File: src/rtl/adder_arbiter_if.sv
// Requester-side and adder-side signals of the shared-adder arbiter.
// slave = the arbiter; master = requesters plus adder environment.
interface adder_arbiter_if #(
  parameter int NREQ  = 2,
  parameter int WIDTH = 25
);
  logic [NREQ-1:0]       req_valid;
  logic [NREQ*WIDTH-1:0] req_datain1;
  logic [NREQ*WIDTH-1:0] req_datain2;
  logic [NREQ-1:0]       req_ack;
  logic [WIDTH-1:0]      req_dataout;
  logic                  req_carryout;
  logic [1:0]            req_exc;
  logic                  adder_valid;
  logic [WIDTH-1:0]      adder_datain1;
  logic [WIDTH-1:0]      adder_datain2;
  logic [WIDTH-1:0]      adder_dataout;
  logic                  adder_carryout;
  logic [1:0]            adder_exc;
  logic                  adder_ack;
  logic [NREQ-1:0]       grant;
  logic                  busy;

  modport slave (
    input  req_valid, req_datain1, req_datain2,
    input  adder_dataout, adder_carryout, adder_exc, adder_ack,
    output req_ack, req_dataout, req_carryout, req_exc,
    output adder_valid, adder_datain1, adder_datain2, grant, busy
  );

  modport master (
    output req_valid, req_datain1, req_datain2,
    output adder_dataout, adder_carryout, adder_exc, adder_ack,
    input  req_ack, req_dataout, req_carryout, req_exc,
    input  adder_valid, adder_datain1, adder_datain2, grant, busy
  );
endinterface

File: src/rtl/adder_arbiter.sv
// Round-robin owner of one shared adder: grant 1 cycle after request, req_ack 1 cycle after adder_ack.
// A requester holding valid after its ack parks the arbiter in RELEASE; a silent adder is cut off by a watchdog.
module adder_arbiter #(
  parameter int NREQ    = 2,
  parameter int WIDTH   = 25,
  parameter int TIMEOUT = 64
) (
  input  logic           CLK,
  input  logic           RSTK,
  adder_arbiter_if.slave bus
);
  localparam int IW = $clog2(NREQ);
  localparam int TW = $clog2(TIMEOUT);

  typedef enum logic [1:0] {S_IDLE, S_BUSY, S_RELEASE} state_t;

  state_t           r_state;
  logic [IW-1:0]    r_last;
  logic [TW-1:0]    r_wdog;
  logic [NREQ-1:0]  r_grant;
  logic [NREQ-1:0]  r_req_ack;
  logic             r_busy;
  logic             r_adder_valid;
  logic [WIDTH-1:0] r_adder_d1;
  logic [WIDTH-1:0] r_adder_d2;
  logic [WIDTH-1:0] r_req_dout;
  logic             r_req_carry;
  logic [1:0]       r_req_exc;

  logic             w_any;
  logic [IW-1:0]    w_win;
  logic [WIDTH-1:0] w_op1;
  logic [WIDTH-1:0] w_op2;
  logic             w_owner_vld;

  function automatic logic [IW-1:0] rr_idx(input logic [IW-1:0] base, input int off);
    int s;
    s = int'(base) + off;
    if (s >= NREQ) s = s - NREQ;
    return s[IW-1:0];
  endfunction

  // First valid requester after the previous owner, wrapping; the previous owner is searched last.
  always_comb begin
    w_any = 1'b0;
    w_win = '0;
    for (int off = 1; off <= NREQ; off++) begin
      if (!w_any && bus.req_valid[rr_idx(r_last, off)]) begin
        w_any = 1'b1;
        w_win = rr_idx(r_last, off);
      end
    end
  end

  assign w_op1       = bus.req_datain1[int'(w_win)*WIDTH +: WIDTH];
  assign w_op2       = bus.req_datain2[int'(w_win)*WIDTH +: WIDTH];
  assign w_owner_vld = bus.req_valid[r_last];

  always_ff @(posedge CLK) begin
    if (RSTK) begin
      r_state       <= S_IDLE;
      r_last        <= IW'(NREQ - 1);
      r_wdog        <= '0;
      r_grant       <= '0;
      r_req_ack     <= '0;
      r_busy        <= 1'b0;
      r_adder_valid <= 1'b0;
      r_adder_d1    <= '0;
      r_adder_d2    <= '0;
      r_req_dout    <= '0;
      r_req_carry   <= 1'b0;
      r_req_exc     <= 2'b00;
    end else begin
      case (r_state)
        S_IDLE: begin
          r_req_ack <= '0;
          if (w_any) begin
            r_state       <= S_BUSY;
            r_busy        <= 1'b1;
            r_grant       <= NREQ'(1) << w_win;
            r_adder_valid <= 1'b1;
            r_adder_d1    <= w_op1;
            r_adder_d2    <= w_op2;
            r_last        <= w_win;
            r_wdog        <= '0;
          end
        end
        S_BUSY: begin
          if (bus.adder_ack) begin
            r_adder_valid <= 1'b0;
            r_req_dout    <= bus.adder_dataout;
            r_req_carry   <= bus.adder_carryout;
            r_req_exc     <= bus.adder_exc;
            if (w_owner_vld) begin
              r_req_ack <= r_grant;
              r_state   <= S_RELEASE;
            end else begin
              // Owner gave up: result is kept on the bus but never acknowledged.
              r_grant <= '0;
              r_busy  <= 1'b0;
              r_state <= S_IDLE;
            end
          end else if (r_wdog == TW'(TIMEOUT - 1)) begin
            r_adder_valid <= 1'b0;
            r_req_dout    <= '0;
            r_req_carry   <= 1'b0;
            r_req_exc     <= 2'b11;
            r_req_ack     <= r_grant;
            r_state       <= S_RELEASE;
          end else begin
            r_wdog <= r_wdog + TW'(1);
          end
        end
        S_RELEASE: begin
          r_req_ack <= '0;
          if (!w_owner_vld) begin
            r_grant <= '0;
            r_busy  <= 1'b0;
            r_state <= S_IDLE;
          end
        end
        default: r_state <= S_IDLE;
      endcase
    end
  end

  assign bus.req_ack       = r_req_ack;
  assign bus.req_dataout   = r_req_dout;
  assign bus.req_carryout  = r_req_carry;
  assign bus.req_exc       = r_req_exc;
  assign bus.adder_valid   = r_adder_valid;
  assign bus.adder_datain1 = r_adder_d1;
  assign bus.adder_datain2 = r_adder_d2;
  assign bus.grant         = r_grant;
  assign bus.busy          = r_busy;
endmodule

File: src/flat_wrapper.sv
// flat-port wrapper written by rule: the top's interface ports become plain ports
module adder_arbiter_flat 
#(
  parameter int NREQ    = 2,
  parameter int WIDTH   = 25,
  parameter int TIMEOUT = 64
)
  (CLK, RSTK, bus_req_valid, bus_req_datain1, bus_req_datain2, bus_adder_dataout, bus_adder_carryout, bus_adder_exc, bus_adder_ack, bus_req_ack, bus_req_dataout, bus_req_carryout, bus_req_exc, bus_adder_valid, bus_adder_datain1, bus_adder_datain2, bus_grant, bus_busy);
  adder_arbiter_if #(.NREQ(NREQ), .WIDTH(WIDTH)) bus_i ();
  input  logic CLK;
  input  logic RSTK;
  input wire logic [$bits(bus_i.req_valid)-1:0] bus_req_valid;
  input wire logic [$bits(bus_i.req_datain1)-1:0] bus_req_datain1;
  input wire logic [$bits(bus_i.req_datain2)-1:0] bus_req_datain2;
  input wire logic [$bits(bus_i.adder_dataout)-1:0] bus_adder_dataout;
  input wire logic [$bits(bus_i.adder_carryout)-1:0] bus_adder_carryout;
  input wire logic [$bits(bus_i.adder_exc)-1:0] bus_adder_exc;
  input wire logic [$bits(bus_i.adder_ack)-1:0] bus_adder_ack;
  output wire logic [$bits(bus_i.req_ack)-1:0] bus_req_ack;
  output wire logic [$bits(bus_i.req_dataout)-1:0] bus_req_dataout;
  output wire logic [$bits(bus_i.req_carryout)-1:0] bus_req_carryout;
  output wire logic [$bits(bus_i.req_exc)-1:0] bus_req_exc;
  output wire logic [$bits(bus_i.adder_valid)-1:0] bus_adder_valid;
  output wire logic [$bits(bus_i.adder_datain1)-1:0] bus_adder_datain1;
  output wire logic [$bits(bus_i.adder_datain2)-1:0] bus_adder_datain2;
  output wire logic [$bits(bus_i.grant)-1:0] bus_grant;
  output wire logic [$bits(bus_i.busy)-1:0] bus_busy;
  assign bus_i.req_valid = bus_req_valid;
  assign bus_i.req_datain1 = bus_req_datain1;
  assign bus_i.req_datain2 = bus_req_datain2;
  assign bus_i.adder_dataout = bus_adder_dataout;
  assign bus_i.adder_carryout = bus_adder_carryout;
  assign bus_i.adder_exc = bus_adder_exc;
  assign bus_i.adder_ack = bus_adder_ack;
  assign bus_req_ack = bus_i.req_ack;
  assign bus_req_dataout = bus_i.req_dataout;
  assign bus_req_carryout = bus_i.req_carryout;
  assign bus_req_exc = bus_i.req_exc;
  assign bus_adder_valid = bus_i.adder_valid;
  assign bus_adder_datain1 = bus_i.adder_datain1;
  assign bus_adder_datain2 = bus_i.adder_datain2;
  assign bus_grant = bus_i.grant;
  assign bus_busy = bus_i.busy;
  adder_arbiter #(.NREQ(NREQ), .WIDTH(WIDTH), .TIMEOUT(TIMEOUT)) u_core (.CLK(CLK), .RSTK(RSTK), .bus(bus_i));
endmodule
File: config.mk
export PLATFORM = sky130hd
export DESIGN_NAME = adder_arbiter_flat
export DESIGN_NICKNAME = d
export VERILOG_FILES = /design/src/rtl/adder_arbiter_if.sv /design/src/rtl/adder_arbiter.sv /design/src/flat_wrapper.sv
export SDC_FILE = /design/constraint.sdc
export NUM_CORES = 1
export LEC_CHECK = 0
export ABC_AREA = 1
export CORE_UTILIZATION = 25
export DETAILED_ROUTE_END_ITERATION = 12
export DONT_BUFFER_PORTS = 1
export GPL_ROUTABILITY_DRIVEN = 1
export HOLD_SLACK_MARGIN = 0.03
export SYNTH_ARGS = -nofsm -noshare
export SYNTH_HDL_FRONTEND = slang
export SYNTH_SLANG_ARGS = --single-unit
File: constraint.sdc
create_clock -name CLK -period 2.7 [get_ports CLK]
set_input_delay 0 -clock CLK [delete_from_list [all_inputs] [get_ports CLK]]
set_output_delay 0 -clock CLK [all_outputs]
set_load 0.1 [all_outputs]
# ---- Word level (Yosys, flattened, before mapping)
# Cells that the tools add are included.
dict set report classes {
  n_mul 1
  reduce_logical 15
  shift 3
  muxes 42
  order_cmp 5
  addsub 5
  eq_ne 10
}
# op count
set ops {}
lappend ops {{$shiftx A50 B32 Y25} 2}
lappend ops {{$mux W25} 2}
lappend ops {{$mux W2} 13}
lappend ops {{$mux W1} 18}
lappend ops {{$mux W6} 3}
lappend ops {{$pmux W2 S3} 2}
lappend ops {{$pmux W6 S2} 1}
lappend ops {{$reduce_and A3 Y1} 4}
lappend ops {{$ne A2 B2 Y1 const B} 4}
lappend ops {{$add A6 B1 Y6 const B} 1}
lappend ops {{$eq A6 B6 Y1 const B} 1}
lappend ops {{$lt A1 B2 Y1 const B} 3}
lappend ops {{$mul A1 B5 Y6 const B} 1}
lappend ops {{$ne A3 B2 Y1 const B} 2}
lappend ops {{$reduce_bool A2 Y1} 3}
lappend ops {{$pmux W2 S2} 1}
lappend ops {{$reduce_and A2 Y1} 2}
lappend ops {{$reduce_and A4 Y1} 1}
lappend ops {{$add A1 B2 Y3 const B} 1}
lappend ops {{$ge A3 B2 Y1 const B} 1}
lappend ops {{$pmux W1 S3} 1}
lappend ops {{$reduce_bool A3 Y1} 1}
lappend ops {{$add A1 B1 Y2 const B} 1}
lappend ops {{$eq A2 B1 Y1 const B} 1}
lappend ops {{10 further kinds} 11}
dict set report word_totals {
  in_bits 133
  word_cells 93
  out_inout_bits 84
  regBits 93
}

# ---- Longest topological paths before layout
# Gate-level depths: netlist of run 1.
dict set report depth {
  ltp_word 12
  mapped_depth 9
  ltp_nobuf 9
}

# ---- Worst setup path before layout of run 1
# Ideal clock, no wire load.
dict set report synth_timing {
  path_type {register to register}
  start {register, netlist name u_core.bus.busy}
  end {register u_core.r_busy (netlist: u_core.bus.busy)}
  required_time_ns 2.630
  path_buffers 0
  path_stages_with_launch 4
  arrival_time_ns 1.419
  setup_slack_ns 1.211
  cell_sequence {dfxtp_1 -> a21oi_1 -> or2_1 -> a21oi_1}
}
# item line_no
set synth_rtl {}
lappend synth_rtl {{end signal, assigned} adder_arbiter.sv:66} ;# r_busy <= 1'b0;
lappend synth_rtl {{end signal, assigned} adder_arbiter.sv:79} ;# r_busy <= 1'b1;
lappend synth_rtl {{end signal, assigned} adder_arbiter.sv:100} ;# r_busy <= 1'b0;
lappend synth_rtl {{end, declared} adder_arbiter.sv:22} ;# logic r_busy;

# ---- Worst setup path in the final report of run 1
dict set report layout_timing {
  start {register u_core.r_state[1]}
  end {register u_core.r_req_dout[10] (netlist: u_core.bus.req_dataout[10])}
}
dict set report layout_via {
  elab_chain_len 2
}
# item line_no
set layout_lines {}
lappend layout_lines {{start, declared} adder_arbiter.sv:17} ;# state_t r_state;
lappend layout_lines {{start signal, assigned} adder_arbiter.sv:61} ;# r_state <= S_IDLE;
lappend layout_lines {{start signal, assigned} adder_arbiter.sv:78} ;# r_state <= S_BUSY;
lappend layout_lines {{start signal, assigned} adder_arbiter.sv:96} ;# r_state <= S_RELEASE;
lappend layout_lines {{$eq A2 B1 Y1} adder_arbiter.sv:74} ;# case (r_state)
lappend layout_lines {{$reduce_and A2 Y1 (no source line)} -}
lappend layout_lines {{end signal, assigned} adder_arbiter.sv:91} ;# r_req_dout <= bus.adder_dataout;
lappend layout_lines {{end, declared} adder_arbiter.sv:26} ;# logic [WIDTH-1:0] r_req_dout;
# No other way between the ends.
# A chain may end at the register's enable or synchronous reset.

==> results_dict.tcl, run 1 <==
set metrics [dict create \
    grt_pass1_wl_um 22900 \
    synth_cells 647 \
    wire_per_inst_um 13.7 \
    status "finished clean" \
    drc_errors 0 \
    p_per_area_mw_per_mm2 1190 \
    worstPathMaxFanout 26 \
    num_io_pins 217 \
    grt_pass1_vias 4795 \
    drt-initial-drc-count 242 \
    cts_buffers 9 \
    synth_seq_cells 93 \
    grt.total_usage_pct 16.0 \
    final-instance-count-excl-fill 1074 \
    ctsHtreeMaxLevel 3 \
    cts_sinks 93 \
    grt_max_degree 60 \
    cts_resized 0 \
    internal_power_mw 3.86 \
    synth_edf_count 0 \
    clkLatencyLatePin_ns 0.34 \
    swShare_pct 53.1 \
    ys.flop_type "dfxtp_1" \
    seqCellArea_mm2 0.00186 \
    antenna_cells 0 \
    wl_um 14700 \
    ys_seq_area_share_pct 41.7 \
    p_sw_mw 4.38 \
    multi_input_area_mm2 0.00225 \
    core.rowCount 48 \
    area_delta_synth_final_pct 54.6 \
    drv_slew 0 \
    max-slew-margin-rel_pct 35.6 \
    p_seq_share_pct 23.3 \
    hold_buffers 140 \
    die_height_um 136 \
    ir_worst_vdd_mv 0.590 \
    clk_path_buf_depth 2 \
    dp.cells 919 \
    synth_cell_types 28 \
    cts_root_buf "clkbuf_16" \
    finalHoldViolCount 0 \
    vias_per_cell 4.51 \
    final_antenna_net_count 0 \
    dieArea_mm2 0.0184 \
    hpwl_um 8520 \
    hold_path.class "input port to flop" \
    firstDrtPassIters 4 \
    ys_warn_count 0 \
    fin_crit_sh_pct 84.3 \
    syn-num-nets 787 \
    syn-cell-area_mm2 0.00447 \
    clk_pin_slew_ns 0.07 \
    rsz0062_at_grt "false" \
    combPwrFrac_pct 57.9 \
    cts_tree "built" \
    gr-total-overflow 0 \
    fillerInstances 1686 \
    required_ns 2.99 \
    port-buffer-count 0 \
    finalClockSkew_ns 0.00780 \
    post-cts-setup-buffers 0 \
    tightest_slew_ns 0.964 \
    num-nets-final 985 \
    timing.fmax_mhz 439 \
    end_kind "flop" \
    antenna_found_initial 0 \
    setup_viol 0 \
    power_frac_clock_pct 18.8 \
    crit_type "flop to flop" \
    drive_gt1_share_pct 14.8 \
    syn-mean-instance-area_um2 6.90 \
    worstPathArrival_ns 2.56 \
    core-area_mm2 0.0174 \
    num_vias 4843 \
    period_minus_slack_ns 2.28 \
    start_util_pct 25.7 \
    finalSetupTns_ns 0 \
    leakage_nw 3.15 \
    die-width_um 136 \
    startpoint_type "flop" \
    drv_cap 0 \
    async_flop_share_pct 0 \
    gp_congestion 0.756 \
]
-- worst max-delay path, cell delays in order (launching register included) --
cell	delay, ns
dfxtp_1	0.35
inv_1	0.11
ha_1	0.39
nand2_1	0.16
inv_2	0.35
nand2_1	0.11
a21oi_1	0.17
dlygate4sd3_1	0.58
-- cell usage after synthesis, types with 3 or more instances --
master	n	area, um^2
a21oi_1	85	425
buf_2	12	60.1
buf_4	5	37.5
buf_6	12	135
clkbuf_1	12	45.0
dfxtp_1	93	1860
ha_1	7	87.6
inv_1	17	63.8
inv_2	3	11.3
nand2_1	238	893
nand2_4	5	56.3
nand3_1	14	70.1
nand3_2	3	30.0
nand4_1	5	31.3
nor2_1	68	255
o21ai_0	5	25.0
o21ai_1	49	245
-- sequential cells by signal, indices dropped and copies added (netlist names), 2 cells and up --
signal and count:
u_core.r_wdog 6, u_core.bus.grant 2, u_core.bus.adder_datain2 25, u_core.r_state 2, u_core.bus.adder_datain1 25, u_core.bus.req_ack 2
u_core.bus.req_exc 2, u_core.bus.req_dataout 25
-- metal layers --
layer,routed length [um],vias to the layer above,GRT usage [%],part of all wire (%)
met1,6180,2180,17.6,42
met4,482,0,8.74,3.3
met5,0,-,0,0
li1,-,2482,-,-
met2,7240,147,27.8,49
met3,805,34,4.45,5.5
-- logic make-up (layout without fill, tap and decap cells) --
| logic type | Yosys count | after routing | synth area share, % |
|---|---|---|---|
| adder cells (fa/ha/maj) | 7 | 7 | 1.96 |
| AND/OR/NAND/NOR | 341 | 341 | 31.3 |
| AO/OA/AOI/OAI | 145 | 145 | 17.1 |
| flip-flops | 93 | 93 | 41.7 |
| buffers and inverters | 61 | 263 | 7.90 |
-- final cells by class --
cell class / count / share of cell area (%)
clock buffers: 9 / 3.26
clock inverters: 6 / 1.97
inverters: 20 / 1.09
multi-input cells: 493 / 32.6
flip-flops and latches: 93 / 27.0
well taps: 225 / 4.08
repair buffers: 228 / 30.0
-- metrics by stage --
stage | worst slack, ns | power [mW] | hold WS, ns | utilization, % | cell area [um^2]
3_5_place_dp | 0.934 | 6.43 | 0.0745 | 29.6 | 5130
6_report | 0.423 | 8.23 | 0.0606 | 39.8 | 6910
5_1_grt | 0.196 | 8.66 | 0.0732 | 39.8 | 6910
2_1_floorplan | 1.21 | 5.66 | 0.147 | - | 4470
3_3_place_gp | 0.974 | 6.40 | 0.0720 | 29.6 | 5130
4_1_cts | 0.465 | 8.26 | 0.0464 | 39.8 | 6910
-- placed cells by master, fill, tap and decap left out, types with 2 or more instances in the layout --
cell type        n
inv_1           16
nand3_1         14
nand2_2          2
bufinv_16        4
nor2_1          68
a21oi_1         85
clkbuf_16        9
a21oi_2          2
inv_2            4
ha_1             6
nand2_4          5
nand3_2          3
dfxtp_1         93
nand4_1          5
o21ai_1         49
dlygate4sd3_1  139
o21ai_0          5
buf_4           88
nor3b_1          2
nand2_1        238
-- worst paths after layout --
kind,start,to,slack [ns],depth (start not counted)
min,bus_adder_ack,u_core.r_wdog[3],0.06,4
min reg2reg,u_core.bus.grant[1],u_core.bus.grant[1],0.47,2
max,u_core.r_state[1],u_core.bus.req_dataout[10],0.42,7
max reg2reg,u_core.r_state[1],u_core.bus.req_dataout[10],0.42,7
-- power by group through the flow --
stage	logic (mW)	registers (mW)	clock network, mW
detailed placement	4.49	1.94	0
floorplan	1.35	4.32	0
finish	4.77	1.92	1.55
global placement	4.47	1.94	0
global route	5.05	1.96	1.65
CTS	4.76	1.91	1.59
No activity file was read; power rests on OpenSTA's default activity.
==> run 2: changes to the inputs <==
clock period = 2.2 ns   (was 2.7 ns; I/O delays follow)
==> results_dict.tcl, run 2 (synthesis gave the netlist of run 1 again) <==
set metrics [dict create \
    holdPathEnd "u_core.r_state[1]" \
    port-buffer-count 0 \
    r2r_end "u_core.bus.adder_datain2[15]" \
    max_stage_delay_ns 0.55 \
    setup_viol 0 \
    clkLatencyLatePin_ns 0.36 \
    fin_crit_sh_pct 91.1 \
    final_cell_mix "nand2_1, dlygate4sd3_1, dfxtp_1, buf_4, a21oi_1" \
    dieArea_mm2 0.0184 \
    crit_top_cell "nand2_1" \
    end_kind "flop" \
    rsz0062_at_grt "false" \
    final_area_mm2 0.00687 \
    num-nets-final 983 \
    grt_pass1_vias 4763 \
    grt_max_degree 51 \
    leakage_nw 3.10 \
    hp-start "bus_req_valid[0]" \
    startpoint_type "flop" \
    clk_path_buf_depth 2 \
    hpwl_um 8960 \
    post-cts-setup-buffers 0 \
    vias_per_cell 4.55 \
    p_per_area_mw_per_mm2 1450 \
    num_io_pins 217 \
    cts_tree "built" \
    die-width_um 136 \
    cp-startpoint "u_core.r_last" \
    drc_errors 0 \
    cp_cell_sequence "nand2_4, nand2_8, inv_2, buf_4, nand2_1, nand2_1, dlygate4sd3_1, o21ai_1, nor2_1" \
    crit_type "flop to flop" \
    gp_congestion 0.800 \
    tightest_slew_ns 0.716 \
    drive_gt1_share_pct 15.8 \
    met3_usage_pct 4.56 \
    die_height_um 136 \
    multi_input_area_mm2 0.00228 \
    period_minus_slack_ns 2.00 \
    drt-initial-drc-count 305 \
    final_antenna_net_count 0 \
    drv_cap 0 \
    antenna_cells 0 \
    core-area_mm2 0.0174 \
    ir_worst_vdd_mv 0.650 \
    firstDrtPassIters 5 \
    wire_per_inst_um 14.0 \
    crit_family "buffers and inverters" \
    hold_path.class "input port to flop" \
    seqCellArea_mm2 0.00186 \
    r2r_cells 9 \
    pre_cts_slack_ns 0.502 \
    required_ns 2.44 \
    finalClockSkew_ns 0.0104 \
    cts_buffers 9 \
    clk_pin_slew_ns 0.07 \
    final_common_cell "nand2_1" \
    core.rowCount 48 \
    place_area_mm2 0.00518 \
    start_util_pct 25.7 \
    cts_root_buf "clkbuf_16" \
    cts_sinks 93 \
    status "finished clean" \
    fin_ws_ns 0.195 \
    ctsHtreeMaxLevel 3 \
    busiest_layer "met2" \
    r2r_slack_ns 0.20 \
    r2r-start "u_core.r_last" \
    grt.total_usage_pct 16.2 \
    cp.buffers_inverters 3 \
    fillerInstances 1682 \
    met2_usage_pct 27.1 \
    whs_path_depth 6 \
    antenna_found_initial 0 \
    slowest_stage "dlygate4sd3_1" \
    area_delta_synth_final_pct 53.8 \
    worstPathArrival_ns 2.25 \
    max-slew-margin-rel_pct 52.2 \
    timing.fmax_mhz 499 \
    gr-total-overflow 0 \
    finalSetupTns_ns 0 \
    num_vias 4885 \
    drv_slew 0 \
    wl_um 15000 \
    finalHoldViolCount 0 \
    use_met1_pct 17.8 \
    grt_pass1_wl_um 23000 \
    worstPathMaxFanout 17 \
]
-- run 2: through the flow --
stage	power [mW]	instances	hold slack, ns	util [%]
floorplan	6.95	647	0.147	-
global placement	7.92	924	0.0720	29.9
detailed placement	7.95	924	0.0739	29.9
CTS	9.97	1072	0.0328	39.4
global route	10.5	1073	0.0689	39.6
finish	9.95	1073	0.0530	39.6
-- run 2: power breakdown --
group	internal [mW]	leakage (nW)	switching, mW
registers	2.13	0.766	0.220
clock network	1.00	0.144	0.707
logic	1.40	2.19	4.49
-- run 2: final cells by class --
class	instances	area share, %
Clock buffer	9	3.28
Clock inverter	7	1.44
Inverter	20	1.09
Multi-Input combinational cell	494	33.2
Sequential cell	93	27.1
Tap cell	225	4.10
Timing Repair Buffer	225	29.8
-- run 2: layer usage --
layer / part of all wire, % / vias up
li1: - / 2480
met1: 41 / 2205
met2: 49 / 157
met3: 5.7 / 43
met4: 4.2 / 0
met5: 0 / -
-- run 2: worst max path at each step --
stage | endpoint | slack, ns | cells after the start
2_1_floorplan | u_core.bus.busy | 0.71 | 3
3_3_place_gp | u_core.bus.req_dataout[20] | 0.57 | 6
3_5_place_dp | u_core.bus.req_dataout[3] | 0.50 | 6
4_1_cts | u_core.bus.adder_datain2[15] | 0.03 | 9
5_1_grt | u_core.bus.adder_datain2[15] | 0.09 | 9
6_report | u_core.bus.adder_datain2[15] | 0.20 | 9
-- run 2: repair_timing --
action | in CTS | in global routing
hold endpoints to repair | 89 | 0
hold buffers | 132 | 0
endpoints found under the setup margin | 0 | 49
resized for setup | 0 | 4
-- run 2: worst min-delay path, stage by stage --
cell and delay (ns):
nand2_1 0.08, nand3_1 0.07, nand2_1 0.06, inv_1 0.03
nand4_1 0.06, a21oi_1 0.06
